==> src/rtl/serial_mux_pkg.sv <==
// Shared definitions for the multi-serial bus MUX: arbiter states, frame header
// layout and the priority-width helper.
package serial_mux_pkg;

  typedef enum logic [1:0] {
    ST_IDLE = 2'd0,
    ST_HDR  = 2'd1,
    ST_DATA = 2'd2
  } arb_state_e;

  // Header byte: LEN [7:4], reserved [3] (always 0), CHAN [2:0]
  localparam int HDR_LEN_MSB  = 7;
  localparam int HDR_LEN_LSB  = 4;
  localparam int HDR_RSVD_BIT = 3;
  localparam int HDR_CHAN_MSB = 2;
  localparam int HDR_CHAN_LSB = 0;
  localparam int HDR_LEN_W    = HDR_LEN_MSB - HDR_LEN_LSB + 1;
  localparam int HDR_CHAN_W   = HDR_CHAN_MSB - HDR_CHAN_LSB + 1;

  function automatic int prio_width(input int levels);
    return (levels > 1) ? $clog2(levels) : 1;
  endfunction

  function automatic logic [7:0] build_header(input logic [HDR_LEN_W-1:0]  len,
                                              input logic [HDR_CHAN_W-1:0] chan);
    logic [7:0] hdr;
    hdr                            = '0;
    hdr[HDR_LEN_MSB:HDR_LEN_LSB]   = len;
    hdr[HDR_RSVD_BIT]              = 1'b0;
    hdr[HDR_CHAN_MSB:HDR_CHAN_LSB] = chan;
    return hdr;
  endfunction

endpackage

==> src/rtl/prio_select.sv <==
// Combinational highest-priority winner search; the scan starts at rr_base so
// that ties resolve to the first equal-priority channel at or after the base.
module prio_select
  import serial_mux_pkg::*;
#(
  parameter int N_CHAN = 8,
  parameter int PRIO_W = 3
) (
  input  logic [N_CHAN*PRIO_W-1:0] prio,
  input  logic [HDR_CHAN_W-1:0]    rr_base,
  output logic [HDR_CHAN_W-1:0]    win_idx,
  output logic                     any_req
);

  logic [PRIO_W-1:0] best;

  always_comb begin
    int idx;
    best    = '0;
    win_idx = '0;
    for (int k = 0; k < N_CHAN; k++) begin
      idx = int'(rr_base) + k;
      if (idx >= N_CHAN) idx = idx - N_CHAN;
      // Strictly greater keeps the earliest channel in scan order on a tie
      if (prio[idx*PRIO_W +: PRIO_W] > best) begin
        best    = prio[idx*PRIO_W +: PRIO_W];
        win_idx = HDR_CHAN_W'(idx);
      end
    end
    any_req = (best != '0);
  end

endmodule

==> src/rtl/serial_chan_arbiter.sv <==
// Arbitrates N_CHAN RS232 RX channels and emits header+burst frames to the host.
// Define SERIAL_ARB_RR_FAIRNESS_EN for round-robin tie-break; default is lowest index.
module serial_chan_arbiter
  import serial_mux_pkg::*;
#(
  parameter  int D_W             = 8,
  parameter  int N_CHAN          = 8,
  parameter  int PRIORITY_LEVELS = 8,
  parameter  int BURST_MAX       = 4,
  localparam int PRIO_W          = prio_width(PRIORITY_LEVELS)
) (
  input  logic                     clk,
  input  logic                     rst_n,
  input  logic [N_CHAN*PRIO_W-1:0] chan_priority_rx,
  input  logic [N_CHAN*D_W-1:0]    chan_data_out,
  output logic [N_CHAN-1:0]        chan_commit_read,
  output logic [N_CHAN-1:0]        chan_active,
  output logic [D_W-1:0]           host_data,
  output logic                     host_valid,
  input  logic                     host_ready,
  output logic                     host_last
);

  arb_state_e             state_q, state_d;
  logic [HDR_CHAN_W-1:0]  grant_q, grant_d;
  logic [HDR_LEN_W-1:0]   len_q, len_d;
  logic [HDR_LEN_W-1:0]   remaining_q, remaining_d;
  logic [D_W-1:0]         host_data_q, host_data_d;
  logic                   host_valid_q, host_valid_d;
  logic                   host_last_q, host_last_d;
  logic [N_CHAN-1:0]      chan_active_q, chan_active_d;

  logic [HDR_CHAN_W-1:0]  rr_base;
  logic [HDR_CHAN_W-1:0]  win_idx;
  logic                   any_req;
  logic [PRIO_W-1:0]      win_prio;
  logic [HDR_LEN_W-1:0]   win_len;
  logic [D_W-1:0]         head_byte;
  logic                   accept;
  logic                   pop_fire;

`ifdef SERIAL_ARB_RR_FAIRNESS_EN
  logic [HDR_CHAN_W-1:0]  rr_ptr_q, rr_ptr_d;
  assign rr_base = rr_ptr_q;
`else
  assign rr_base = '0;
`endif

  prio_select #(
    .N_CHAN (N_CHAN),
    .PRIO_W (PRIO_W)
  ) u_prio_select (
    .prio    (chan_priority_rx),
    .rr_base (rr_base),
    .win_idx (win_idx),
    .any_req (any_req)
  );

  assign win_prio  = chan_priority_rx[win_idx*PRIO_W +: PRIO_W];
  assign win_len   = (int'(win_prio) > BURST_MAX) ? HDR_LEN_W'(BURST_MAX)
                                                  : HDR_LEN_W'(win_prio);
  assign head_byte = chan_data_out[grant_q*D_W +: D_W];
  assign accept    = host_valid_q & host_ready;

  // The pop and the register load of the same byte share one edge
  assign pop_fire         = accept & ((state_q == ST_HDR) | (remaining_q != '0));
  assign chan_commit_read = chan_active_q & {N_CHAN{pop_fire}};

  always_comb begin
    // NOTE: every _d gets its hold value first so no path through the case infers a latch.
    state_d       = state_q;
    grant_d       = grant_q;
    len_d         = len_q;
    remaining_d   = remaining_q;
    host_data_d   = host_data_q;
    host_valid_d  = host_valid_q;
    host_last_d   = host_last_q;
    chan_active_d = chan_active_q;
`ifdef SERIAL_ARB_RR_FAIRNESS_EN
    rr_ptr_d      = rr_ptr_q;
`endif

    unique case (state_q)
      ST_IDLE: begin
        if (any_req) begin
          state_d       = ST_HDR;
          grant_d       = win_idx;
          len_d         = win_len;
          chan_active_d = N_CHAN'(1) << win_idx;
          host_data_d   = D_W'(build_header(win_len, win_idx));
          host_valid_d  = 1'b1;
          host_last_d   = 1'b0;
`ifdef SERIAL_ARB_RR_FAIRNESS_EN
          rr_ptr_d      = (win_idx == HDR_CHAN_W'(N_CHAN - 1)) ? '0 : win_idx + 1'b1;
`endif
        end
      end

      ST_HDR: begin
        if (accept) begin
          state_d     = ST_DATA;
          host_data_d = head_byte;
          remaining_d = len_q - 1'b1;
          host_last_d = (len_q == HDR_LEN_W'(1));
        end
      end

      ST_DATA: begin
        if (accept) begin
          if (remaining_q != '0) begin
            host_data_d = head_byte;
            remaining_d = remaining_q - 1'b1;
            host_last_d = (remaining_q == HDR_LEN_W'(1));
          end else begin
            state_d       = ST_IDLE;
            host_valid_d  = 1'b0;
            host_last_d   = 1'b0;
            chan_active_d = '0;
          end
        end
      end

      default: state_d = ST_IDLE;
    endcase
  end

  // NOTE: non-blocking assignments so every flop samples pre-edge values.
  always_ff @(posedge clk or negedge rst_n) begin
    if (!rst_n) begin
      state_q       <= ST_IDLE;
      grant_q       <= '0;
      len_q         <= '0;
      remaining_q   <= '0;
      host_data_q   <= '0;
      host_valid_q  <= 1'b0;
      host_last_q   <= 1'b0;
      chan_active_q <= '0;
`ifdef SERIAL_ARB_RR_FAIRNESS_EN
      rr_ptr_q      <= '0;
`endif
    end else begin
      state_q       <= state_d;
      grant_q       <= grant_d;
      len_q         <= len_d;
      remaining_q   <= remaining_d;
      host_data_q   <= host_data_d;
      host_valid_q  <= host_valid_d;
      host_last_q   <= host_last_d;
      chan_active_q <= chan_active_d;
`ifdef SERIAL_ARB_RR_FAIRNESS_EN
      rr_ptr_q      <= rr_ptr_d;
`endif
    end
  end

  assign host_data   = host_data_q;
  assign host_valid  = host_valid_q;
  assign host_last   = host_last_q;
  assign chan_active = chan_active_q;

endmodule

==> config.mk <==
export PLATFORM = sky130hd
export DESIGN_NAME = serial_chan_arbiter
export DESIGN_NICKNAME = d
export VERILOG_FILES = /design/src/rtl/serial_mux_pkg.sv /design/src/rtl/prio_select.sv /design/src/rtl/serial_chan_arbiter.sv
export SDC_FILE = /design/constraint.sdc
export NUM_CORES = 1
export LEC_CHECK = 0
export ABC_AREA = 1
export CORE_MARGIN = 10
export CORE_UTILIZATION = 52
export CTS_CLUSTER_DIAMETER = 200
export CTS_CLUSTER_SIZE = 25
export DETAILED_ROUTE_END_ITERATION = 10
export PLACE_DENSITY_LB_ADDON = 0.1
export SYNTH_ARGS = -nofsm -noshare
export SYNTH_HDL_FRONTEND = slang
export SYNTH_HIERARCHICAL = 1
export SYNTH_SLANG_ARGS = --single-unit
==> constraint.sdc <==
create_clock -name clk -period 1.4 [get_ports clk]
set_input_delay 0.28 -clock clk [delete_from_list [all_inputs] [get_ports clk]]
set_output_delay 0.28 -clock clk [all_outputs]
set_load 0.03 [all_outputs]
==> run metrics, run 1 <==
status finished, violations left; failing checks setup timing; nets 1874; Yosys warnings 6; first-pass GRT wire length 49300 um; largest net degree at the start of global routing 65; critical path's largest stage delay between 0.3 and 0.4 ns; Max Clock Skew 0.00630 ns; detailed placement HPWL 25100 um; post-synth top area cell nand2_1; post-synthesis cell count 1381; Crit path buffers/inverters 15; startpoint types primary input; CP arrival 9.36 ns; worst skew pair latency 0.28 ns; Critical Path Most Common Cell inv_2; Ports between 100 and 150; wire per inst roughly 19 um; vias in the first global route about 9700; Yosys reg bits 30; DIE HEIGHT 142 um; antenna cells 0; Slew Limit Fails 0; Worst Path Required 1.55 ns; CTS buffer count 5; total track usage between 20% and 30%; vias roughly 11000; Post-synth EDFFs 0; Final Cell Area 11700 sq um; H-tree levels 2; Post-DRT Antenna Nets 0; setup ws final -7.81 ns; fraction of registers with async set/reset 100%; Cell Area, Synth 7790 sq um; DRC 0; Root Driver clkbuf_16; CP Max Fanout 7; worst r2r path cells 9; routed wire length 36300 um; initial detailed-routing violation count 1353; fin crit period slightly above 9 ns; # setup viols final 38; I/O Buffers roughly 120; GRT Residual Overflow 0; Post-DP Area 10600 sq um; initial antenna violation count 1; MaxCap Viol Count 0; final hold vios 0; Seq/Total Area, Yosys 9.64%; maximum operating frequency 109 MHz; clock-pin slew on the worst setup and hold paths 0.05 ns; fillers a little over 1000; period utilisation layout 658%; r2r setup slk -0.42 ns; CP endpoint kind flop; Top delay family on crit path simple AND/OR/NAND/NOR gates; worst reg2reg path endpoint host_data[1]; die width 142 um; CTS tree yes; Via density slightly below 6; core area ~15000 sq um; Initial Utilization between 50% and 60%; register area 752 sq um; GPL Wtd Cong 1.03; r2r startpoint state_q[1]; Cell variety after synth 55; share of cells above drive strength 1 27.6%; Area Growth Syn to Fin 50.2%; dominant cells by area after synthesis nand2_1 21%, ha_1 12%, dfrtp_1 9.6%; worst-case clock buffer depth 2; die area between 20000 and 25000 sq um; Multi-input gate area 6950 sq um; most frequent cells in the layout 395 x nand2_1, 203 x buf_4, 149 x inv_1; Synth top area share a little over a fifth; Avg Synthesized Cell Area 5.64 sq um; most common cell after layout, fill and taps aside nand2_1; Crit Path Class primary input to flop; DRT Pass-1 Iters 7; Worst path slowest cell or2_2; Clock Sinks 30; RSZ-0062 raised after global routing true; floorplan row count 44; type of the worst min-delay path primary input to async pin; ys flop type dfrtp_1
==> cells by family after synthesis <==
family                   after synthesis  share of synthesized area, %
buffers and inverters                236                          13.8
XOR/XNOR                              14                          1.57
other                                  3                         0.145
AO/OA/AOI/OAI                        263                          19.5
adder cells (fa/ha/maj)               83                          13.9
AND/OR/NAND/NOR                      752                          41.4
flip-flops                            30                          9.64
==> sequential cells by signal, summed over array words and instances, names as in the netlist <==
register     flops
host_data        8
grant_q          3
host_last        1
state_q          2
chan_active      8
remaining_q      4
len_q            3
host_valid       1
==> final cells by class <==
type / instances / area share (%)
clock inverters: 3 / 0.342
well taps: 184 / 1.97
flip-flops and latches: 30 / 6.43
clock buffers: 5 / 1.07
repair buffers: 333 / 24.4
inverters: 191 / 6.30
multi-input cells: 1139 / 59.5
==> cells in the mapped netlist, drive strengths merged, types with 7 or more instances <==
cell and count:
a21oi 54, o21ai 144, xnor2 8, nand3 143
inv 187, dfrtp 30, ha 77, o211ai 19
nor2 117, and2 11, buf 42, nand2 454
a31oi 14, or2 7, o22ai 11
==> worst max-delay path by stage <==
| stage | startpoint | to | cells past startpoint |
|---|---|---|---|
| 2_1_floorplan | chan_priority_rx[0] | host_data[6] | 72 |
| 3_3_place_gp | chan_priority_rx[1] | host_data[5] | 74 |
| 3_5_place_dp | chan_priority_rx[1] | host_data[5] | 76 |
| 4_1_cts | chan_priority_rx[1] | host_data[6] | 76 |
| 5_1_grt | chan_priority_rx[5] | host_data[1] | 75 |
| 6_report | chan_priority_rx[5] | host_data[1] | 72 |
==> timing repair <==
item / 4_1_cts / 5_1_grt
setup buffers: 10 / 32
gates cloned: 1 / 1
hold buffers: 0 / 0
resized for setup: 95 / 127
setup endpoints to repair: 56 / 38
pin swaps: 30 / 91
==> per-stage QoR <==
stage | worst slack (ns) | util (%) | instances | setup TNS (ns) | hold WS (ns)
6_report | -7.81 | 80.2 | 1885 | -202.52 | 0.379
2_1_floorplan | -6.61 | - | 1405 | -169.54 | -0.0156
3_5_place_dp | -7.95 | 72.4 | 1833 | -205.59 | 0.471
4_1_cts | -6.94 | 75.4 | 1852 | -179.74 | 0.392
5_1_grt | -8.10 | 80.2 | 1885 | -210.48 | 0.415
3_3_place_gp | -7.47 | 72.4 | 1833 | -192.93 | 0.464
==> worst register-to-register path: cells and delay by family (launching register included) <==
family / cells / cell delay, ns
AOI/OAI and AO/OA: 1 / 0.26
adders and majority gates: 1 / 0.18
buffers and inverters: 2 / 0.28
and+or+nand+nor: 5 / 0.57
DFF: 1 / 0.40
==> routing by layer <==
| metal | wire length [um] | up-vias | global-route usage [%] |
|---|---|---|---|
| met1 | 13500 | 4981 | 36.3 |
| met3 | 3810 | 199 | 3.94 |
| li1 | - | 5122 | - |
| met4 | 2380 | 2 | 11.4 |
| met2 | 16600 | 756 | 50.9 |
| met5 | 9 | - | 0 |
Power of run 1 is left out: the tool's default activity adds up to more than one toggle a clock period on the data nets, which glitch-free logic cannot reach.
==> run 2: changes to the inputs <==
- CORE_ASPECT_RATIO: unset -> 2
- SLEW_MARGIN: unset -> 25
==> run metrics, run 2 (same netlist as run 1, synthesis figures left out) <==
startpoint types primary input; first-pass GRT wire length 53000 um (+7.5%); GPL Wtd Cong 1.01 (-1.3%); core area 14700 sq um (+1.0%); RSZ-0062 raised after global routing true; detailed placement HPWL 27000 um (+7.5%); worst-case clock buffer depth 2 (unchanged); GRT Residual Overflow 0 (unchanged); CP endpoint kind flop; worst slew pin tran 0.986 ns; Via density 5.85 (-0.30%); Critical Path Start chan_priority_rx[5]; clock-pin slew on the worst setup and hold paths 0.05 ns (about the same); r2r startpoint state_q[0]; total track usage 32.4% (+2.8 points); most common cell after layout, fill and taps aside nand2_1; initial detailed-routing violation count 822 (-39%); worst skew pair latency 0.29 ns (about the same); CTS buffer count 5 (unchanged); Post-DRT Antenna Nets 0 (unchanged); vias 11100 (+0.60%); wire per inst 20.4 um (+5.6%); antenna cells 0 (unchanged); floorplan row count 63 (+43%); CP Max Fanout 6 (-1); fin crit period 9.36 ns (+0.154 ns); CTS tree yes; die width 107 um (-25%); slew margin rel. 33.6%; Initial Utilization 52.8% (-0.55 points); Root Driver clkbuf_16; Worst Path Required 1.63 ns (+0.08 ns); hold_buf cts 0 (unchanged); routed wire length 38700 um (+6.6%); Worst path slowest cell ha_1; critical path's largest stage delay 0.34 ns (-0.02 ns); setup ws final -7.96 ns (-0.154 ns); final hold vios 0 (unchanged); DRC 0 (unchanged); Crit Path Class primary input to flop; nets 1880 (+0.32%); Slew Limit Fails 0 (unchanged); maximum operating frequency 107 MHz (-1.6%); CP arrival 9.59 ns (+0.23 ns); period utilisation layout 669% (+11 points); die area 20600 sq um (+1.5%); Max Clock Skew 0.00492 ns (-0.00139 ns); DIE HEIGHT 193 um (+36%); DRT Pass-1 Iters 6 (-1); Critical Path Most Common Cell inv_2; Ports 117 (unchanged); Area Growth Syn to Fin 50.0%; H-tree levels 2 (unchanged); I/O Buffers 116 (unchanged); initial antenna violation count 0 (-1); share of cells above drive strength 1 26.8% (-0.80 points); post-placement cell count 1860 (+1.5%); MaxCap Viol Count 0 (unchanged); status finished, violations left; Clock Sinks 30 (unchanged); # setup viols final 39 (+2.6%); vias in the first global route 10600 (+9.8%); most frequent cells in the layout 408 x nand2_1, 207 x buf_4, 151 x inv_1; Post-Layout Cell Count 1902 (+0.90%); type of the worst min-delay path primary input to async pin; largest net degree at the start of global routing 65 (unchanged); failing checks setup timing
[run 2: changes by cell type in the layout (fill, tap and decap cells not counted), moves of 5 or more]
cell and delta:
o21ai_2 +5, nor2_2 -5, inv_2 -6, nand2_2 -12, nand2_1 +13, nor2_1 +5
[run 2: repair_timing]
action                                  in CTS  in global routing
pin swaps                                   22                 71
endpoints found under the setup margin      54                 39
endpoints found under the hold margin        0                  0
gates resized for setup                     61                122
setup buffers                                5                 29
[run 2: path summary, 6_finish.rpt]
kind	slack (ns)	endpoint	cells past startpoint
max	-7.96	host_data[1]	77
min	0.36	host_data[7]	2
max reg2reg	-0.52	host_data[1]	9
min reg2reg	0.52	host_data[3]	2
max in group asynchronous	0.86	host_valid	2
min in group clk	0.52	host_data[3]	2
[run 2: metal layers]
| metal | track usage [%] | wire length [um] | part of all wire, % | vias up |
|---|---|---|---|---|
| li1 | - | - | - | 5119 |
| met1 | 27.9 | 12100 | 31 | 5027 |
| met2 | 62.8 | 20000 | 52 | 683 |
| met3 | 3.66 | 2290 | 5.9 | 297 |
| met4 | 29.7 | 4300 | 11 | 0 |
| met5 | 0 | 0 | 0 | - |
[run 2: layout make-up]
class,instances,area (sq um)
Multi-Input combinational cell,1139,6850
Fill cell,1077,3060
Timing Repair Buffer,339,2950
Sequential cell,30,752
Inverter,191,744
Tap cell,195,244
Clock buffer,7,143
Clock inverter,1,5.00
[run 2: stage by stage]
stage / cell area [sq um] / utilization (%) / hold slack [ns] / setup slack (ns) / setup TNS [ns]
final: 11700 / 79.3 / 0.357 / -7.96 / -206.38
after floorplan: 8200 / - / -0.0156 / -6.61 / -169.54
after CTS: 11100 / 75.0 / 0.362 / -7.27 / -190.52
after detailed placement: 10700 / 72.8 / 0.481 / -8.05 / -207.67
after global placement: 10700 / 72.8 / 0.465 / -7.63 / -196.89
after global routing: 11700 / 79.3 / 0.379 / -8.36 / -217.19
[run 2: worst max-delay path, delay by kind of cell]
family | cells | cell delay [ns]
AOI/OAI and AO/OA | 13 | 1.89
adders and majority gates | 7 | 1.73
buffers and inverters | 18 | 1.53
and+or+nand+nor | 39 | 4.15
Power of run 2 is left out for the same reason.
==> run 3: changes to the inputs <==
- CAP_MARGIN: unset -> 20
- SETUP_SLACK_MARGIN: unset -> 0.2
==> run metrics, run 3 (same netlist as run 1, synthesis figures left out) <==
Initial Utilization 52.8% (unchanged); detailed placement HPWL 27200 um (+0.62%); vias 11300 (+2.0%); layer with the highest usage met2; Worst Path Required 1.62 ns (about the same); most common cell after layout, fill and taps aside nand2_1; Ports 117 (unchanged); clock-pin slew on the worst setup and hold paths 0.07 ns (+0.02 ns); setup ws final -7.79 ns (+0.179 ns); largest net degree at the start of global routing 65 (unchanged); status finished, violations left; I/O Buffers 116 (unchanged); H-tree levels 2 (unchanged); grt met1 use 28.6% (+0.68 points); CP endpoint kind flop; grt met3 use 3.33% (-0.33 points); MaxCap Viol Count 0 (unchanged); dpl ws -7.95 ns (+0.0964 ns); first-pass GRT wire length 53300 um (+0.57%); floorplan row count 63 (unchanged); GPL Wtd Cong 1.04 (+3.1%); type of the worst min-delay path primary input to async pin; period utilisation layout 656% (-13 points); initial antenna violation count 0 (unchanged); DIE HEIGHT 193 um (unchanged); Critical Path Start chan_priority_rx[1]; fillers 1066 (-1.0%); vias in the first global route 10600 (-0.78%); routed wire length 40700 um (+5.0%); Slew Limit Fails 0 (unchanged); final hold vios 0 (unchanged); post-placement cell count 1857 (-0.16%); core area 14700 sq um (unchanged); Clock Sinks 30 (unchanged); Root Driver clkbuf_16; Post-Layout Cell Count 1897 (-0.26%); startpoint types primary input; hold slack 0.350 ns (-0.00664 ns); hold_buf cts 0 (unchanged); r2r startpoint state_q[0]; worst-case clock buffer depth 2 (unchanged); Crit Path Class primary input to flop; setup_tns -203.80 ns (+2.58 ns); die width 107 um (unchanged); fin crit period 9.19 ns (-0.179 ns); CP arrival 9.40 ns (-0.19 ns); slew margin rel. 20.9% (-13 points); total track usage 32.7% (+0.26 points); GRT Residual Overflow 0 (unchanged); CP Max Fanout 6 (unchanged); initial detailed-routing violation count 1135 (+38%); Critical Path Most Common Cell inv_2; RSZ-0062 raised after global routing true; worst slew pin tran 1.17 ns (+0.188 ns); nets 1875 (-0.27%); Max Clock Skew 0.0157 ns (+0.0108 ns); DRC 0 (unchanged); wire per inst 21.4 um (+5.3%); Area Growth Syn to Fin 52.5%; maximum operating frequency 109 MHz (+1.9%); critical path's largest stage delay 0.34 ns (about the same); # setup viols final 38 (-2.6%); most frequent cells in the layout 398 x nand2_1, 194 x buf_4, 147 x inv_1; worst reg2reg path endpoint host_data[1]; worst r2r path cells 9 (unchanged); met2 Use GR 65.7% (+2.9 points); share of cells above drive strength 1 29.1% (+2.3 points); CTS tree yes; r2r setup slk -0.45 ns (+0.07 ns); Worst path slowest cell ha_4; DRT Pass-1 Iters 5 (-1); failing checks setup timing; worst skew pair latency 0.29 ns (about the same); Via density 5.98 (+2.3%); die area 20600 sq um (unchanged); Post-DRT Antenna Nets 0 (unchanged); CTS buffer count 5 (unchanged); antenna cells 0 (unchanged)
-- run 3: cell count changes in the layout (fill, tap and decap cells not counted), sizes merged --
cell         before  now
clkbuf           11   10
buf             234  243
inv             186  187
dlygate4sd2      15    0
clkinvlp          1    2
-- run 3: area by class of cell --
class | count | area (sq um) | share of cell area [%]
clock buffers | 6 | 139 | 1.17
clock inverters | 2 | 12.5 | 0.105
inverters | 191 | 759 | 6.39
multi-input cells | 1139 | 7080 | 59.6
flip-flops and latches | 30 | 752 | 6.33
well taps | 195 | 244 | 2.05
repair buffers | 333 | 2890 | 24.3
repair inverters | 1 | 8.76 | 0.0737
-- run 3: repair_timing --
| item | in CTS | in global routing |
|---|---|---|
| pin swaps | 22 | 84 |
| buffers inserted | 9 | 20 |
| setup endpoints to repair | 54 | 39 |
| cloned | 1 | 1 |
| resized for setup | 132 | 163 |
-- run 3: worst max-delay path by stage --
stage               slack [ns]            to  cells past startpoint
global route             -8.08  host_data[1]                     74
detailed placement       -7.95      len_q[0]                     73
global placement         -7.58      len_q[0]                     74
floorplan                -6.61  host_data[6]                     72
CTS                      -7.20  host_data[5]                     79
finish                   -7.79  host_data[1]                     72
-- run 3: per-layer routing --
metal,vias to the layer above,share of wire (%)
li1,5121,-
met1,5180,31
met2,746,52
met3,301,7.2
met4,0,10
met5,-,0
-- run 3: metrics by stage --
step,util [%],area (sq um)
final,80.6,11900
after global routing,80.6,11900
after CTS,75.3,11100
after detailed placement,72.8,10700
after global placement,72.8,10700
after floorplan,-,8220
-- run 3: critical path, delay by kind of cell --
| kind | cells | cell delay, ns |
|---|---|---|
| AO/OA/AOI/OAI | 13 | 1.62 |
| AND/OR/NAND/NOR | 37 | 4.25 |
| adder cells (fa/ha/maj) | 7 | 1.77 |
| buffers and inverters | 15 | 1.42 |
Power of run 3 is left out for the same reason.
